==> src/rtl/apb3_pkg.sv <==
// rtl/apb3_pkg.sv - shared types and defaults for the APB3 initiator
// Purpose: FSM state enum, default bus widths and timeout counter sizing helper.
// Ports: none (package).
package apb3_pkg;

  typedef enum logic [1:0] {
    IDLE   = 2'd0,
    SETUP  = 2'd1,
    ACCESS = 2'd2,
    RESP   = 2'd3
  } apb3_state_e;

  localparam int APB_AW = 32;
  localparam int APB_DW = 32;

  // A disabled timeout (0) still needs a 1-bit counter to keep widths legal.
  function automatic int ctr_width(input int cycles);
    return (cycles < 1) ? 1 : $clog2(cycles + 1);
  endfunction

endpackage

==> src/rtl/apb3_initiator_if.sv <==
// rtl/apb3_initiator_if.sv - command, response and APB3 signal bundle
// Purpose: groups the command channel, response channel and APB3 master port.
// Ports: master modport = initiator view (drives CMD_READY, RSP_*, PADDR/PSEL/PENABLE/PWRITE/PWDATA);
//        slave modport  = requester + completer view (drives CMD_*, RSP_READY, PRDATA/PREADY/PSLVERR).
interface apb3_initiator_if
  import apb3_pkg::*;
#(
  parameter int ADDR_WIDTH = APB_AW,
  parameter int DATA_WIDTH = APB_DW
);
  logic                  CMD_VALID;
  logic                  CMD_READY;
  logic                  CMD_WRITE;
  logic [ADDR_WIDTH-1:0] CMD_ADDR;
  logic [DATA_WIDTH-1:0] CMD_WDATA;

  logic                  RSP_VALID;
  logic                  RSP_READY;
  logic [DATA_WIDTH-1:0] RSP_RDATA;
  logic                  RSP_ERR;
  logic                  RSP_TIMEOUT;

  logic [ADDR_WIDTH-1:0] PADDR;
  logic                  PSEL;
  logic                  PENABLE;
  logic                  PWRITE;
  logic [DATA_WIDTH-1:0] PWDATA;
  logic [DATA_WIDTH-1:0] PRDATA;
  logic                  PREADY;
  logic                  PSLVERR;

  modport master (
    input  CMD_VALID, CMD_WRITE, CMD_ADDR, CMD_WDATA, RSP_READY, PRDATA, PREADY, PSLVERR,
    output CMD_READY, RSP_VALID, RSP_RDATA, RSP_ERR, RSP_TIMEOUT,
           PADDR, PSEL, PENABLE, PWRITE, PWDATA
  );

  modport slave (
    output CMD_VALID, CMD_WRITE, CMD_ADDR, CMD_WDATA, RSP_READY, PRDATA, PREADY, PSLVERR,
    input  CMD_READY, RSP_VALID, RSP_RDATA, RSP_ERR, RSP_TIMEOUT,
           PADDR, PSEL, PENABLE, PWRITE, PWDATA
  );

endinterface

==> src/rtl/apb3_timeout_ctr.sv <==
// rtl/apb3_timeout_ctr.sv - ACCESS-phase wait-state counter with expiry flag
// Purpose: counts stalled ACCESS cycles; expire_o marks the last allowed cycle.
// Ports: clk_i, rst_i (sync active-high), clr_i (zero count), en_i (count one cycle),
//        expire_o (count == TIMEOUT_CYCLES-1; never asserted when TIMEOUT_CYCLES == 0).
module apb3_timeout_ctr
  import apb3_pkg::*;
#(
  parameter int TIMEOUT_CYCLES = 256
) (
  input  logic clk_i,
  input  logic rst_i,
  input  logic clr_i,
  input  logic en_i,
  output logic expire_o
);

  localparam int            CW      = ctr_width(TIMEOUT_CYCLES);
  localparam bit            ENABLED = (TIMEOUT_CYCLES != 0);
  localparam logic [CW-1:0] LAST    = CW'((TIMEOUT_CYCLES == 0) ? 0 : TIMEOUT_CYCLES - 1);

  logic [CW-1:0] cnt_q;
  logic [CW-1:0] cnt_d;

  always_comb begin
    cnt_d = cnt_q;
    if (clr_i) begin
      cnt_d = '0;
    end else if (en_i) begin
      cnt_d = cnt_q + CW'(1);
    end
  end

  always_ff @(posedge clk_i) begin
    if (rst_i) begin
      cnt_q <= '0;
    end else begin
      cnt_q <= cnt_d;
    end
  end

  assign expire_o = ENABLED && (cnt_q == LAST);

endmodule

==> src/rtl/apb3_initiator.sv <==
// rtl/apb3_initiator.sv - single-outstanding command-to-APB3 initiator
// Purpose: accepts one command, runs APB3 SETUP/ACCESS, returns data/error/timeout on RSP.
// Ports: PCLK, PRESET (sync active-high), bus (apb3_initiator_if.master: CMD_*, RSP_*, APB3 master).
module apb3_initiator
  import apb3_pkg::*;
#(
  parameter int ADDR_WIDTH     = APB_AW,
  parameter int DATA_WIDTH     = APB_DW,
  parameter int TIMEOUT_CYCLES = 256
) (
  input  logic             PCLK,
  input  logic             PRESET,
  apb3_initiator_if.master bus
);

  apb3_state_e           state_q;
  logic [ADDR_WIDTH-1:0] paddr_q;
  logic [DATA_WIDTH-1:0] pwdata_q;
  logic                  pwrite_q;
  logic                  psel_q;
  logic                  penable_q;
  logic                  rsp_valid_q;
  logic [DATA_WIDTH-1:0] rsp_rdata_q;
  logic                  rsp_err_q;
  logic                  rsp_timeout_q;

  logic tmo_clr;
  logic tmo_en;
  logic tmo_expire;

  // SETUP always precedes ACCESS, so clearing there zeroes the count on ACCESS entry.
  assign tmo_clr = (state_q == SETUP);
  assign tmo_en  = (state_q == ACCESS) && !bus.PREADY;

  apb3_timeout_ctr #(
    .TIMEOUT_CYCLES(TIMEOUT_CYCLES)
  ) u_tmo (
    .clk_i   (PCLK),
    .rst_i   (PRESET),
    .clr_i   (tmo_clr),
    .en_i    (tmo_en),
    .expire_o(tmo_expire)
  );

  always_ff @(posedge PCLK) begin
    if (PRESET) begin
      state_q       <= IDLE;
      paddr_q       <= '0;
      pwdata_q      <= '0;
      pwrite_q      <= 1'b0;
      psel_q        <= 1'b0;
      penable_q     <= 1'b0;
      rsp_valid_q   <= 1'b0;
      rsp_rdata_q   <= '0;
      rsp_err_q     <= 1'b0;
      rsp_timeout_q <= 1'b0;
    end else begin
      unique case (state_q)
        IDLE: begin
          if (bus.CMD_VALID) begin
            paddr_q  <= bus.CMD_ADDR;
            pwdata_q <= bus.CMD_WDATA;
            pwrite_q <= bus.CMD_WRITE;
            psel_q   <= 1'b1;
            state_q  <= SETUP;
          end
        end
        SETUP: begin
          penable_q <= 1'b1;
          state_q   <= ACCESS;
        end
        ACCESS: begin
          // PREADY is checked first so a completion on the final count beats the abort.
          if (bus.PREADY) begin
            rsp_rdata_q   <= pwrite_q ? '0 : bus.PRDATA;
            rsp_err_q     <= bus.PSLVERR;
            rsp_timeout_q <= 1'b0;
            psel_q        <= 1'b0;
            penable_q     <= 1'b0;
            rsp_valid_q   <= 1'b1;
            state_q       <= RESP;
          end else if (tmo_expire) begin
            rsp_rdata_q   <= '0;
            rsp_err_q     <= 1'b1;
            rsp_timeout_q <= 1'b1;
            psel_q        <= 1'b0;
            penable_q     <= 1'b0;
            rsp_valid_q   <= 1'b1;
            state_q       <= RESP;
          end
        end
        RESP: begin
          if (bus.RSP_READY) begin
            rsp_valid_q <= 1'b0;
            state_q     <= IDLE;
          end
        end
        default: state_q <= IDLE;
      endcase
    end
  end

  assign bus.CMD_READY   = (state_q == IDLE);
  assign bus.PADDR       = paddr_q;
  assign bus.PWDATA      = pwdata_q;
  assign bus.PWRITE      = pwrite_q;
  assign bus.PSEL        = psel_q;
  assign bus.PENABLE     = penable_q;
  assign bus.RSP_VALID   = rsp_valid_q;
  assign bus.RSP_RDATA   = rsp_rdata_q;
  assign bus.RSP_ERR     = rsp_err_q;
  assign bus.RSP_TIMEOUT = rsp_timeout_q;

endmodule

==> src/flat_wrapper.sv <==
// flat-port wrapper written by rule: the top's interface ports become plain ports
module apb3_initiator_flat import apb3_pkg::*;
#(
  parameter int ADDR_WIDTH     = APB_AW,
  parameter int DATA_WIDTH     = APB_DW,
  parameter int TIMEOUT_CYCLES = 256
)
  (PCLK, PRESET, bus_CMD_VALID, bus_CMD_WRITE, bus_CMD_ADDR, bus_CMD_WDATA, bus_RSP_READY, bus_PRDATA, bus_PREADY, bus_PSLVERR, bus_CMD_READY, bus_RSP_VALID, bus_RSP_RDATA, bus_RSP_ERR, bus_RSP_TIMEOUT, bus_PADDR, bus_PSEL, bus_PENABLE, bus_PWRITE, bus_PWDATA);
  apb3_initiator_if #(.ADDR_WIDTH(ADDR_WIDTH), .DATA_WIDTH(DATA_WIDTH)) bus_i ();
  input  logic PCLK;
  input  logic PRESET;
  input wire logic [$bits(bus_i.CMD_VALID)-1:0] bus_CMD_VALID;
  input wire logic [$bits(bus_i.CMD_WRITE)-1:0] bus_CMD_WRITE;
  input wire logic [$bits(bus_i.CMD_ADDR)-1:0] bus_CMD_ADDR;
  input wire logic [$bits(bus_i.CMD_WDATA)-1:0] bus_CMD_WDATA;
  input wire logic [$bits(bus_i.RSP_READY)-1:0] bus_RSP_READY;
  input wire logic [$bits(bus_i.PRDATA)-1:0] bus_PRDATA;
  input wire logic [$bits(bus_i.PREADY)-1:0] bus_PREADY;
  input wire logic [$bits(bus_i.PSLVERR)-1:0] bus_PSLVERR;
  output wire logic [$bits(bus_i.CMD_READY)-1:0] bus_CMD_READY;
  output wire logic [$bits(bus_i.RSP_VALID)-1:0] bus_RSP_VALID;
  output wire logic [$bits(bus_i.RSP_RDATA)-1:0] bus_RSP_RDATA;
  output wire logic [$bits(bus_i.RSP_ERR)-1:0] bus_RSP_ERR;
  output wire logic [$bits(bus_i.RSP_TIMEOUT)-1:0] bus_RSP_TIMEOUT;
  output wire logic [$bits(bus_i.PADDR)-1:0] bus_PADDR;
  output wire logic [$bits(bus_i.PSEL)-1:0] bus_PSEL;
  output wire logic [$bits(bus_i.PENABLE)-1:0] bus_PENABLE;
  output wire logic [$bits(bus_i.PWRITE)-1:0] bus_PWRITE;
  output wire logic [$bits(bus_i.PWDATA)-1:0] bus_PWDATA;
  assign bus_i.CMD_VALID = bus_CMD_VALID;
  assign bus_i.CMD_WRITE = bus_CMD_WRITE;
  assign bus_i.CMD_ADDR = bus_CMD_ADDR;
  assign bus_i.CMD_WDATA = bus_CMD_WDATA;
  assign bus_i.RSP_READY = bus_RSP_READY;
  assign bus_i.PRDATA = bus_PRDATA;
  assign bus_i.PREADY = bus_PREADY;
  assign bus_i.PSLVERR = bus_PSLVERR;
  assign bus_CMD_READY = bus_i.CMD_READY;
  assign bus_RSP_VALID = bus_i.RSP_VALID;
  assign bus_RSP_RDATA = bus_i.RSP_RDATA;
  assign bus_RSP_ERR = bus_i.RSP_ERR;
  assign bus_RSP_TIMEOUT = bus_i.RSP_TIMEOUT;
  assign bus_PADDR = bus_i.PADDR;
  assign bus_PSEL = bus_i.PSEL;
  assign bus_PENABLE = bus_i.PENABLE;
  assign bus_PWRITE = bus_i.PWRITE;
  assign bus_PWDATA = bus_i.PWDATA;
  apb3_initiator #(.ADDR_WIDTH(ADDR_WIDTH), .DATA_WIDTH(DATA_WIDTH), .TIMEOUT_CYCLES(TIMEOUT_CYCLES)) u_core (.PCLK(PCLK), .PRESET(PRESET), .bus(bus_i));
endmodule
==> config.mk <==
export PLATFORM = sky130hd
export DESIGN_NAME = apb3_initiator_flat
export DESIGN_NICKNAME = d
export VERILOG_FILES = /design/src/rtl/apb3_pkg.sv /design/src/rtl/apb3_initiator_if.sv /design/src/rtl/apb3_timeout_ctr.sv /design/src/rtl/apb3_initiator.sv /design/src/flat_wrapper.sv
export SDC_FILE = /design/constraint.sdc
export NUM_CORES = 1
export LEC_CHECK = 0
export CORE_MARGIN = 3
export CORE_UTILIZATION = 42
export CTS_BUF_LIST = sky130_fd_sc_hd__clkbuf_4
export CTS_CLUSTER_DIAMETER = 40
export DETAILED_ROUTE_END_ITERATION = 10
export PLACE_DENSITY = 0.83
export SYNTH_ARGS = -nofsm -noshare
export SYNTH_HDL_FRONTEND = slang
export SYNTH_SLANG_ARGS = --single-unit
==> constraint.sdc <==
create_clock -name PCLK -period 2.08 [get_ports PCLK]
set_input_delay 0.416 -clock PCLK [delete_from_list [all_inputs] [get_ports PCLK]]
set_output_delay 0.416 -clock PCLK [all_outputs]
set_load 0.005 [all_outputs]
==> metrics.yaml, run 1 <==
antennaDiodeCount: 0
cp-start-kind: "flip-flop"
period_needed_ns: 1.93
crit_required_ns: 2.50
wire_per_inst_um: 14.4
cpPeakStageDelay_ns: 0.53
n_fill_cell: 727
num_io_pins: 206
multiInputGateArea_mm2: 0.00172
min_path_cells: 2
clkSlewWorstSetupHoldPaths_ns: 0.11
layout-drive-gt1-share: 0.0703
die_area_mm2: 0.0112
rsz0062_at_grt: "false"
gp_congestion: 0.787
leakagePower_uw: 0.00235
syn-instance-count: 518
maxSlewViolCount: 0
syn_to_final_growth_pct: 59.1
cts_tree: "yes"
layout_common_cells: "clkdlybuf4s50_1, nand2_1, dfxtp_1, a21oi_1, nand3_1"
root_buffer: "clkbuf_4"
crit_family: "simple AND/OR/NAND/NOR gates"
cp-end-kind: "flip-flop"
ys_ff_latch: 113
start_util: 0.441
syn-num-nets: 627
avgSynthCellArea_um2: 8.05
route.detailed.drc: 0
relSlewSlack: 0.710
setup_tns_ns: 0
io_buffers: 205
ys_seq_area_frac: 0.542
grt_pass1_wl_mm: 19.6
seq_area_mm2: 0.00226
place_hpwl_mm: 8.87
htreeDepth: 4
status: "finished clean"
fp.coreArea_mm2: 0.00946
crit_cells: 7
worst_pin_slew_ns: 0.435
rows: 35
path_class: "flip-flop to flip-flop"
nNetsFinal: 821
arrival_ns: 2.35
grt_max_degree: 66
fmax_mhz: 517
post-cts-setup-buffer-count: 0
layout_commonest_cell: "clkdlybuf4s50_1"
hold_viol: 0
cp_cell_sequence: "ha_1 -> nand3_1 -> nor2_1 -> ha_1 -> nor3b_1 -> or4b_1 -> a21oi_1"
antenna_found_initial: 0
ant_nets: 0
numCtsBuffers: 17
crit_fanout: 4
cts_sinks: 113
fin_area_mm2: 0.00664
skew_ns: 0.0216
dpl_cell_area_mm2: 0.00633
overflow: 0
pwr_density_cell_mw_per_mm2: 971
fin_crit_sh: 0.930
die_y_um: 106
netlist_area_mm2: 0.00417
ys_warn_count: 0
slowest_stage: "or4b_1"
maxCapViolCount: 0
dr.pass1.iters: 4
die_x_um: 106
finalSetupViolCount: 0
cts.path.max_buffers: 2
viasPerCell: 4.90
cp_common_cell: "ha_1"
grt_pass1_vias: 4134
vias: 4183
hp-class: "input port to flip-flop"
routed_wl_mm: 12.3
path_buf_inv: 0
reg2regPathDepth: 7
track_usage: 0.215
ys_types: 32
worstSkewPairLatency_ns: 0.50
drt_iter0_drc: 193
vdd_ir_drop_max_mv: 0.489
[cell type report]
type	count	area share
Multi-Input combinational cell	359	0.260
Timing Repair Buffer	216	0.329
Inverter	5	0.00283
Clock buffer	17	0.0192
Clock inverter	15	0.0243
Tap cell	129	0.0243
Sequential cell	113	0.341
[per-stage QoR]
step                      utilization  total power (µW)  hold WS [ns]  std cells  setup WS [ns]
after floorplan                     -              3700         0.436        518          0.445
after global placement          0.670              4770         0.437        822          0.181
after detailed placement        0.670              4850         0.442        822          0.112
after CTS                       0.701              6520         0.244        854          0.137
after global routing            0.701              6830         0.272        854        0.00207
final                           0.701              6440         0.290        854          0.147
[Yosys cell counts]
cell type | n | area, µm²
o21a_1 | 1 | 7.51
ha_1 | 6 | 75.1
o21ai_1 | 1 | 5.00
nor3b_1 | 1 | 7.51
nand2b_4 | 1 | 13.8
o21ai_0 | 6 | 30.0
nand2_1 | 167 | 627
clkbuf_1 | 22 | 82.6
nand3_1 | 35 | 175
xor2_1 | 2 | 17.5
nand4_1 | 1 | 6.26
nand2b_1 | 1 | 6.26
nand3b_1 | 2 | 15.0
nand4b_1 | 1 | 8.76
and2_1 | 1 | 6.26
buf_6 | 2 | 22.5
nor3_1 | 1 | 5.00
inv_1 | 5 | 18.8
o31ai_1 | 3 | 22.5
a211oi_1 | 3 | 22.5
or3_1 | 4 | 25.0
nor2b_1 | 3 | 18.8
mux2i_1 | 1 | 10.0
or2_2 | 2 | 12.5
or4b_1 | 1 | 10.0
buf_2 | 14 | 70.1
a21oi_1 | 107 | 536
nor2_1 | 6 | 22.5
buf_4 | 1 | 7.51
or4_1 | 2 | 15.0
buf_1 | 2 | 7.51
dfxtp_1 | 113 | 2260
[per-layer routing]
metal  up-vias  part of all wire  track usage
met4         0             0.013       0.0759
met1      1927              0.38        0.230
met2       135              0.52        0.392
met3        15             0.083       0.0747
li1       2106                 -            -
met5         -                 0            0
[kinds of logic (layout without fill, tap and decap cells)]
kind of cell	Yosys count	in the layout	share of synthesized area
simple gates	229	229	0.234
compound gates	121	121	0.149
flops	113	113	0.542
buf+inv	46	253	0.0501
fa+ha+maj	6	6	0.0180
xor+xnor	2	2	0.00420
mux	1	1	0.00240
[power by group]
group	internal, µW	switching [µW]	total, µW
clock	725	896	1620
combinational	1120	1020	2150
sequential	2500	177	2670
[state kept, by name, summed over array words and instances, names as in the netlist]
signal / cells
u_core.bus.PENABLE: 1
u_core.bus.PSEL: 1
u_core.bus.PWDATA: 32
u_core.bus.PADDR: 32
u_core.bus.RSP_ERR: 1
u_core.state_q: 2
u_core.bus.RSP_VALID: 1
u_core.bus.RSP_TIMEOUT: 1
u_core.bus.PWRITE: 1
u_core.bus.RSP_RDATA: 32
u_core.u_tmo.cnt_q: 9
[repair_timing]
item,in CTS,in global routing
endpoints found under the setup margin,1,0
resized for setup,4,0
hold buffers,0,0
[path summary, 6_finish.rpt]
kind	startpoint	endpoint	slack, ns
worst min register to register	u_core.bus.RSP_RDATA[31]	u_core.bus.RSP_RDATA[31]	0.46
worst max register to register	u_core.u_tmo.cnt_q[0]	u_core.state_q[1]	0.15
worst max-delay path	u_core.u_tmo.cnt_q[0]	u_core.state_q[1]	0.15
worst min-delay path	PRESET	u_core.bus.PWDATA[7]	0.29
(Power assumes the default switching activity.)
==> run 2: changes to the inputs <==
==> constraint.sdc (replaced) <==
create_clock -name PCLK -period 2.08 [get_ports PCLK]
set_input_delay 0.416 -clock PCLK [delete_from_list [all_inputs] [get_ports PCLK]]
set_output_delay 0.416 -clock PCLK [all_outputs]
set_load 0.02 [all_outputs]
==> metrics.yaml, run 2 (synthesized netlist as in run 1, its figures left out) <==
status: "finished clean"
die_y_um: 106  # unchanged
cp-end-kind: "output pin"
pwr_density_cell_mw_per_mm2: 1020  # +5.2%
post-cts-setup-buffer-count: 0  # unchanged
skew_ns: 0.0223  # +0.000602 ns
p_sw_frac: 0.361  # +0.0354
ctsResizeCount: 1  # -3
route.detailed.drc: 0  # unchanged
post-place-ws_ns: 0.112  # unchanged
htreeDepth: 4  # unchanged
cts.path.max_buffers: 2  # unchanged
hold_viol: 0  # unchanged
grt_max_degree: 66  # unchanged
setup_tns_ns: 0  # unchanged
finalSetupViolCount: 0  # unchanged
routed_wl_mm: 12.2  # -0.68%
dr.pass1.iters: 4  # unchanged
r2r-end: "u_core.state_q[1]"
track_usage: 0.215  # -0.000517
cts_sinks: 113  # unchanged
fin_crit_sh: 0.946  # +0.0163
antennaDiodeCount: 0  # unchanged
fmax_mhz: 508  # -1.7%
grt_pass1_wl_mm: 19.5  # -0.46%
layout-drive-gt1-share: 0.0676  # -0.00276
layout_commonest_cell: "clkdlybuf4s50_1"
n_fill_cell: 731  # +0.55%
power.share.sequential: 0.395  # -0.020
rsz0062_at_grt: "false"
ctsHoldBuffers: 0  # unchanged
r2r-start: "u_core.u_tmo.cnt_q[0]"
overflow: 0  # unchanged
reg2reg_setup_slack_ns: 0.14  # about the same
maxCapViolCount: 0  # unchanged
die_x_um: 106  # unchanged
place_hpwl_mm: 8.87  # unchanged
antenna_found_initial: 0  # unchanged
leakagePower_uw: 0.00235  # about the same
die_area_mm2: 0.0112  # unchanged
min_from: "PRESET"
reg2regPathDepth: 7  # unchanged
gp_congestion: 0.787  # unchanged
p_int_uw: 4320  # -0.47%
cp-startpoint: "u_core.state_q[0]"
crit_end: "bus_CMD_READY"
nNetsFinal: 821  # unchanged
hp-class: "input port to flip-flop"
worstSkewPairLatency_ns: 0.50  # about the same
rows: 35  # unchanged
p_sw_uw: 2440  # +16%
wire_per_inst_um: 14.3  # -0.68%
setup_ws_ns: 0.113  # -0.0339 ns
io_buffers: 205  # unchanged
start_util: 0.441  # unchanged
viasPerCell: 4.92  # +0.43%
layout_common_cells: "clkdlybuf4s50_1, nand2_1, dfxtp_1, a21oi_1, nand3_1"
drt_iter0_drc: 190  # -1.6%
fp.coreArea_mm2: 0.00946  # unchanged
relSlewSlack: 0.706  # -0.00438
syn_to_final_growth_pct: 58.8
numCtsBuffers: 17  # unchanged
period_needed_ns: 1.97  # +0.0339 ns
maxSlewViolCount: 0  # unchanged
cp-start-kind: "flip-flop"
vdd_ir_drop_max_mv: 0.496  # +1.6%
clkSlewWorstSetupHoldPaths_ns: 0.11  # about the same
crit_required_ns: 1.66  # -0.84 ns
vias: 4201  # +0.43%
crit_fanout: 5  # +1
path_class: "flip-flop to output pin"
ant_nets: 0  # unchanged
grt_pass1_vias: 4104  # -0.73%
cts_tree: "yes"
arrival_ns: 1.55  # -0.80 ns
num_io_pins: 206  # unchanged
worst_pin_slew_ns: 0.441  # +0.00657 ns
clkPwrFrac: 0.239  # -0.013
p_comb_frac: 0.366  # +0.033
root_buffer: "clkbuf_4"
run 2: metrics by stage:
| stage | cells | util | cell area, µm² | hold slack (ns) | total power (µW) |
|---|---|---|---|---|---|
| after floorplan | 518 | - | 4170 | 0.436 | 4070 |
| after global placement | 822 | 0.670 | 6330 | 0.437 | 5140 |
| after CTS | 854 | 0.700 | 6620 | 0.244 | 6850 |
| final | 854 | 0.700 | 6620 | 0.298 | 6770 |
| after detailed placement | 822 | 0.670 | 6330 | 0.442 | 5220 |
| after global routing | 854 | 0.700 | 6620 | 0.261 | 7170 |
run 2: routing by layer:
layer  vias to the layer above  part of all wire  track usage
met5                         -                 0            0
met4                         0             0.010       0.0666
met3                        13             0.081       0.0821
met2                       158              0.52        0.389
met1                      1923              0.38        0.230
li1                       2107                 -            -
run 2: worst min path at each step:
stage               slack [ns]  cells after the start                        to
floorplan                 0.44                      2     u_core.u_tmo.cnt_q[8]
global placement          0.44                      2  u_core.bus.RSP_RDATA[19]
detailed placement        0.44                      2   u_core.bus.RSP_RDATA[5]
CTS                       0.24                      2      u_core.bus.PADDR[31]
global route              0.26                      2      u_core.bus.PWDATA[7]
finish                    0.30                      2      u_core.bus.PWDATA[7]
run 2: power groups by stage:
| stage | Combinational [µW] | Sequential, µW | Clock (µW) |
|---|---|---|---|
| 6_report | 2480 | 2670 | 1620 |
| 5_1_grt | 2680 | 2710 | 1770 |
| 4_1_cts | 2500 | 2670 | 1670 |
| 3_5_place_dp | 2500 | 2720 | 0 |
| 3_3_place_gp | 2440 | 2700 | 0 |
| 2_1_floorplan | 980 | 3090 | 0 |
run 2: cell type report:
cell class                      instances  area [µm²]  area share
Tap cell                              129         161      0.0244
Multi-Input combinational cell        359        1710       0.258
Clock inverter                         15         161      0.0244
Timing Repair Buffer                  216        2180       0.329
Sequential cell                       113        2260       0.342
Inverter                                5        18.8     0.00283
Clock buffer                           17         128      0.0193
run 2: critical path, stage by stage (launching register included):
cell and delay [ns]:
dfxtp_1 0.34, inv_1 0.10, ha_1 0.27, clkdlybuf4s15_1 0.36
==> run 3: changes to the inputs <==
--- a/config.mk
+++ b/config.mk
@@ -11,6 +11,7 @@
 export CTS_CLUSTER_DIAMETER = 40
 export DETAILED_ROUTE_END_ITERATION = 10
 export PLACE_DENSITY = 0.83
+export SLEW_MARGIN = 25
 export SYNTH_ARGS = -nofsm -noshare
 export SYNTH_HDL_FRONTEND = slang
 export SYNTH_SLANG_ARGS = --single-unit
==> results of run 3 <==
No change in the layout: final DEF, timing and power equal those of run 2.
